<file path="src/rtl/expmul_accum.sv">
// expmul_accum: online-softmax exp-multiply stage holding running max m, denominator l and O lanes.
// Optional EXPMUL_ACC_SAT_EN: saturating o/l adds with a per-row sticky sat_flag.

module expmul_lane #(
  parameter int DATA_W = 16,
  parameter int ACC_W  = 24,
  parameter int SH_W   = 5
) (
  input  logic                     first,
  input  logic                     s_gt,
  input  logic [SH_W-1:0]          sh,
  input  logic signed [ACC_W-1:0]  o_cur,
  input  logic signed [DATA_W-1:0] v,
  output logic signed [ACC_W-1:0]  o_nxt,
  output logic                     sat
);
  logic signed [ACC_W-1:0] vx, a, b;
`ifdef EXPMUL_ACC_SAT_EN
  logic signed [ACC_W:0] sum;
`endif

  always_comb begin
    vx  = ACC_W'(v);
    // the larger-score side keeps full weight, the other is rescaled by 2^-sh
    a   = s_gt ? (o_cur >>> sh) : o_cur;
    b   = s_gt ? vx : (vx >>> sh);
    sat = 1'b0;
`ifdef EXPMUL_ACC_SAT_EN
    sum   = {a[ACC_W-1], a} + {b[ACC_W-1], b};
    o_nxt = sum[ACC_W-1:0];
    if (sum[ACC_W] != sum[ACC_W-1]) begin
      sat   = 1'b1;
      o_nxt = sum[ACC_W] ? {1'b1, {(ACC_W-1){1'b0}}} : {1'b0, {(ACC_W-1){1'b1}}};
    end
`else
    o_nxt = a + b;
`endif
    if (first) begin
      o_nxt = vx;
      sat   = 1'b0;
    end
  end
endmodule

module expmul_accum #(
  parameter int VEC_LEN = 8,
  parameter int DATA_W  = 16,
  parameter int ACC_W   = 24,
  parameter int SCORE_W = 12,
  parameter int L_W     = 20,
  parameter int L_FRAC  = 8,
  parameter int MAX_SEQ = 256
) (
  input  logic                           clk,
  input  logic                           rst,
  input  logic [$clog2(MAX_SEQ+1)-1:0]   seq_len,
  input  logic                           in_vld,
  output logic                           in_rdy,
  input  logic signed [SCORE_W-1:0]      s_in,
  input  logic [VEC_LEN*DATA_W-1:0]      v_in,
  output logic                           out_vld,
  input  logic                           out_rdy,
  output logic [VEC_LEN*ACC_W-1:0]       o_out,
  output logic [L_W-1:0]                 l_out,
  output logic signed [SCORE_W-1:0]      m_out,
  output logic                           sat_flag
);
  localparam int CNT_W = $clog2(MAX_SEQ+1);
  localparam int SH_W  = $clog2(ACC_W);
  localparam logic [L_W-1:0] ONE = L_W'(1) << L_FRAC;

  typedef enum logic [1:0] {IDLE, ACCUM, DONE} state_t;
  state_t state, state_nxt;

  logic [CNT_W-1:0]                cnt, eff_len;
  logic signed [SCORE_W-1:0]       m_q, m_nxt;
  logic [L_W-1:0]                  l_q, l_nxt, l_a, l_b;
  logic [VEC_LEN-1:0][ACC_W-1:0]   o_q, o_nxt;
  logic [VEC_LEN-1:0]              lane_sat;
  logic                            sat_q, sat_nxt, l_sat;
  logic                            accept, first, s_gt;
  logic signed [SCORE_W:0]         diff;
  logic [SCORE_W:0]                dabs;
  logic [SH_W-1:0]                 sh;
`ifdef EXPMUL_ACC_SAT_EN
  logic [L_W:0]                    l_sum;
`endif

  assign in_rdy  = (state != DONE) || out_rdy;
  assign out_vld = (state == DONE);
  assign accept  = in_vld && in_rdy;
  assign first   = (state != ACCUM);

  always_comb begin
    eff_len = seq_len;
    if (seq_len > CNT_W'(MAX_SEQ)) eff_len = CNT_W'(MAX_SEQ);
    if (seq_len == '0)             eff_len = CNT_W'(1);
  end

  // score distance at SCORE_W+1 bits so extreme scores cannot wrap
  always_comb begin
    diff = {s_in[SCORE_W-1], s_in} - {m_q[SCORE_W-1], m_q};
    s_gt = !diff[SCORE_W] && (diff != '0);
    dabs = diff[SCORE_W] ? -diff : diff;
    sh   = (dabs > (SCORE_W+1)'(ACC_W-1)) ? SH_W'(ACC_W-1) : dabs[SH_W-1:0];
  end

  for (genvar i = 0; i < VEC_LEN; i++) begin : g_lane
    expmul_lane #(.DATA_W(DATA_W), .ACC_W(ACC_W), .SH_W(SH_W)) u_lane (
      .first (first),
      .s_gt  (s_gt),
      .sh    (sh),
      .o_cur (o_q[i]),
      .v     (v_in[i*DATA_W +: DATA_W]),
      .o_nxt (o_nxt[i]),
      .sat   (lane_sat[i])
    );
  end

  always_comb begin
    l_a   = s_gt ? (l_q >> sh) : l_q;
    l_b   = s_gt ? ONE : (ONE >> sh);
    l_sat = 1'b0;
`ifdef EXPMUL_ACC_SAT_EN
    l_sum = {1'b0, l_a} + {1'b0, l_b};
    l_sat = l_sum[L_W];
    l_nxt = l_sum[L_W] ? '1 : l_sum[L_W-1:0];
`else
    l_nxt = l_a + l_b;
`endif
    if (first) begin
      l_nxt = ONE;
      l_sat = 1'b0;
    end
    m_nxt   = (first || s_gt) ? s_in : m_q;
    sat_nxt = first ? 1'b0 : (sat_q | l_sat | (|lane_sat));
  end

  always_comb begin
    state_nxt = state;
    case (state)
      IDLE:  if (accept) state_nxt = (eff_len == CNT_W'(1)) ? DONE : ACCUM;
      ACCUM: if (accept && cnt == CNT_W'(1)) state_nxt = DONE;
      DONE: begin
        if (accept)       state_nxt = (eff_len == CNT_W'(1)) ? DONE : ACCUM;
        else if (out_rdy) state_nxt = IDLE;
      end
      default: state_nxt = IDLE;
    endcase
  end

  always_ff @(posedge clk) begin
    if (rst) state <= IDLE;
    else     state <= state_nxt;
  end

  always_ff @(posedge clk) begin
    if (rst) begin
      cnt      <= '0;
      m_q      <= '0;
      l_q      <= '0;
      o_q      <= '0;
      sat_q    <= 1'b0;
      o_out    <= '0;
      l_out    <= '0;
      m_out    <= '0;
      sat_flag <= 1'b0;
    end else if (accept) begin
      cnt   <= first ? (eff_len - 1'b1) : (cnt - 1'b1);
      m_q   <= m_nxt;
      l_q   <= l_nxt;
      o_q   <= o_nxt;
      sat_q <= sat_nxt;
      // presented results change only when a row completes
      if (state_nxt == DONE) begin
        o_out    <= o_nxt;
        l_out    <= l_nxt;
        m_out    <= m_nxt;
        sat_flag <= sat_nxt;
      end
    end
  end
endmodule

</file>
<file path="config.mk">
export PLATFORM = sky130hd
export DESIGN_NAME = expmul_accum
export DESIGN_NICKNAME = d
export VERILOG_FILES = /design/src/rtl/expmul_accum.sv
export SDC_FILE = /design/constraint.sdc
export NUM_CORES = 2
export LEC_CHECK = 0
export BUFFER_PORTS_ARGS = -buffer_cell sky130_fd_sc_hd__buf_2
export CAP_MARGIN = 40
export CORE_ASPECT_RATIO = 0.8
export CORE_MARGIN = 3
export CORE_UTILIZATION = 50
export CTS_CLUSTER_DIAMETER = 150
export DETAILED_ROUTE_END_ITERATION = 7
export PLACE_DENSITY = 0.69
export SETUP_SLACK_MARGIN = 0.4
export SYNTH_ARGS = -nofsm -noshare
export SYNTH_HDL_FRONTEND = slang
export SYNTH_SLANG_ARGS = --single-unit
</file>
<file path="constraint.sdc">
create_clock -name clk -period 16.5 [get_ports clk]
set_input_delay 0.825 -clock clk [delete_from_list [all_inputs] [get_ports clk]]
set_output_delay 0.825 -clock clk [all_outputs]
set_load 0.005 [all_outputs]
</file>
==> flow_metrics.py <==
metrics = {
    "global_routing": {
        "grt_pass1_wl_mm": 270,
        "grt-ovfl-total": 0,
        "first_global_vias": 44700,
        "grt_max_degree": 177,
        "grtUsageTotal_pct": 36.1,
        "antenna_found_initial": 10,
    },
    "clock_tree": {
        "cts_max_path_buffers": 3,
        "cts-root-buf": "clkbuf_16",
        "cts_resized": 0,
        "cts_post_setup_buffers_inserted": 0,
        "numCtsBuffers": 53,
        "clkTransAtPathRegs_ns": 0.07,
        "htree_num_levels": 2,
        "cts_tree": "yes",
        "postCtsHoldBufs": 0,
        "cts_sinks": 461,
        "clkLatencyLatePin_ns": 0.66,
    },
    "timing": {
        "setup_violations": 0,
        "fin_skew_ns": 0.0291,
        "fmax_ghz": 0.0973,
        "setup-tns-final_ns": 0,
        "drv_slew": 0,
        "tightest_slew_ns": 1.01,
        "finalWorstSetupSlack_ns": 6.22,
        "timing.final.crit_share_pct": 62.3,
        "hold_viol": 0,
        "rsz0062_at_grt": "false",
        "slew_headroom_pct": 31.9,
        "min_period_ns": 10.28,
    },
    "synth": {
        "syn_nets": 6607,
        "ys_types": 97,
        "synth_edf_count": 0,
        "synth_area_per_cell_um2": 7.22,
        "synth_top_flop_cell": "dfxtp_1",
        "netlist_top_cells_area": "dfxtp_1, mux2i_1, a211oi_1",
        "synth_seq_cells": 461,
        "netlist.area_leader.share_pct": 20.5,
        "syn_area_um2": 45000,
        "yosysWarnings": 0,
        "async_flop_share_pct": 0,
        "seq_area_frac_synth_pct": 20.5,
        "synthCells": 6234,
        "yosysTopAreaCell": "dfxtp_1",
    },
    "die": {
        "num_rows": 97,
        "num_io_pins": 380,
        "start_util_pct": 50.9,
        "die_y_um": 274,
        "fp.dieW_um": 341,
        "dieArea_um2": 93600,
        "core_area_um2": 88400,
    },
    "worst_setup_path": {
        "worst_path_most_repeated_cell": "nand2_1",
        "critPathMaxStageDelay_ns": 0.76,
        "r2r_start": "m_q[0]",
        "crit_start": "s_in[0]",
        "crit_required_ns": 17.06,
        "end_kind": "flop",
        "crit_arrival_ns": 10.84,
        "rrSetupSlack_ns": 6.22,
        "crit_type": "input port to flop",
        "ff2ff_path_depth": 32,
        "cp_max_fo": 124,
        "slowest_stage": "buf_4",
        "r2r_end": "o_q[71]",
        "start_kind": "input port",
    },
    "routing": {
        "met3_length_mm": 21.0,
        "drc_errors": 0,
        "viasPerCell": 6.57,
        "wl_mm": 177,
        "wire_per_inst_um": 23.7,
        "drtIter0Drc": 5965,
        "drtPass1Iterations": 6,
        "met1_length_mm": 74.9,
        "ant_nets": 0,
        "top_layer": "met5",
        "vias": 49100,
        "wl_met2_mm": 73.0,
    },
    "hold_path": {
        "min_from": "l_out[19]",
        "hp-class": "flop to flop",
        "min_to": "l_out[19]",
        "holdPathStages": 2,
    },
    "layout": {
        "finalInstanceArea_um2": 49200,
        "syn_to_final_growth_pct": 9.35,
        "fin_cells": 7475,
        "final_common_cell": "nand2_1",
        "fill_cells": 8642,
        "drive_gt1_share_pct": 11.1,
        "final_cell_mix": "nand2_1, nor2_1, mux2i_1, dfxtp_1, a21oi_1",
        "nets": 6607,
    },
    "power_and_ir_drop": {
        "power_density_nw_per_um2": 87.7,
        "p_switching_mw": 1.75,
        "ir_worst_vdd_v": 0.0000788,
        "power.share.switching_pct": 40.5,
        "leakage_nw": 22.0,
        "internal-power_mw": 2.57,
        "pwr-share-seq_pct": 29.1,
        "total_power_mw": 4.32,
        "pwr-share-comb_pct": 41.5,
        "clockPowerShare_pct": 29.4,
    },
    "placement": {
        "io_buffers": 379,
        "dp_cells": 7366,
        "placed_cell_area_um2": 47300,
        "pre_cts_slack_ns": 5.80,
        "dp_hpwl_mm": 125,
        "finalWeightedCongestion": 1.00,
    },
    "job": {
        "drv_cap": 0,
    },
    "outcome": {
        "outcome": "completed",
    },
}
==> power groups by stage <==
stage	registers, mW	logic [mW]	clock network [mW]
finish	1.25	1.79	1.27
CTS	1.25	1.74	1.29
detailed placement	1.27	1.73	0
floorplan	1.23	1.30	0
global route	1.26	1.96	1.33
global placement	1.27	1.71	0
==> cells by family (layout without fill, tap and decap cells) <==
kind of cell,count (synthesis),in the layout,share of synthesized area [%]
AND/OR/NAND/NOR,2273,2273,21.7
flip-flops,461,461,20.5
multiplexers,597,597,13.8
XOR/XNOR,160,160,3.11
other,0,10,0
buffers and inverters,611,654,5.53
AO/OA/AOI/OAI,1912,1912,29.1
adder cells (fa/ha/maj),220,220,6.28
==> Yosys cell counts (all sizes together), types with 17 or more instances <==
| master | n |
|---|---|
| a22o | 80 |
| o21ai | 265 |
| clkbuf | 366 |
| nand3 | 182 |
| xor2 | 64 |
| and3 | 50 |
| a21oi | 462 |
| inv | 87 |
| mux2i | 543 |
| or2 | 19 |
| nor2b | 43 |
| a211oi | 436 |
| o22ai | 37 |
| nand2b | 34 |
| o31ai | 19 |
| o211ai | 51 |
| a32oi | 43 |
| ha | 210 |
| a311oi | 40 |
| nor3 | 174 |
| a21o | 133 |
| a221oi | 41 |
| and2 | 43 |
| or3 | 42 |
| dfxtp | 461 |
| xnor2 | 96 |
| a32o | 40 |
| a31oi | 63 |
| o21a | 32 |
| mux2 | 41 |
| buf | 156 |
| o21bai | 17 |
| a21boi | 17 |
| nor2 | 799 |
| a22oi | 22 |
| nand2 | 835 |
==> stage by stage <==
step                      hold WS [ns]  utilization [%]
after detailed placement         0.443             53.6
after CTS                        0.428             55.6
after global routing             0.455             55.7
final                            0.446             55.7
after floorplan                  0.427                -
after global placement           0.437             53.3
==> layout make-up <==
cell class	count	area (um2)	area share, %
diodes	10	25.0	0.0509
clock buffers	65	1480	3.02
clock inverters	33	343	0.697
inverters	89	334	0.679
multi-input cells	5162	33500	68.0
flip-flops and latches	461	9230	18.8
well taps	1188	1490	3.02
repair buffers	467	2830	5.75
==> worst max-delay path: cells and delay by family <==
kind                     cells  cell delay [ns]
AO/OA/AOI/OAI               13             3.79
adder cells (fa/ha/maj)      3             0.92
buffers and inverters        7             2.77
multiplexers                 1             0.18
AND/OR/NAND/NOR             10             2.16
==> per-layer routing <==
layer,global-route usage (%),vias up
met1,49.8,22900
met2,52.9,2786
li1,-,22900
met5,0,-
met3,9.10,461
met4,15.9,4
==> registers in the layout (all words and copies together), names as in the netlist <==
signal,flops
state,2
o_out,192
l_q,20
m_out,12
l_out,20
o_q,192
m_q,12
cnt,9
sat_q,1
sat_flag,1
==> worst max-delay path by stage <==
stage / slack (ns) / cells past startpoint / end
after floorplan: 8.46 / 35 / o_q[47]
after global placement: 5.73 / 36 / o_q[118]
after detailed placement: 5.80 / 35 / o_out[95]
after CTS: 6.45 / 33 / o_out[95]
after global routing: 5.57 / 34 / o_q[46]
final: 6.22 / 34 / o_q[71]
Note: power is estimated with default switching activity, not from simulation.
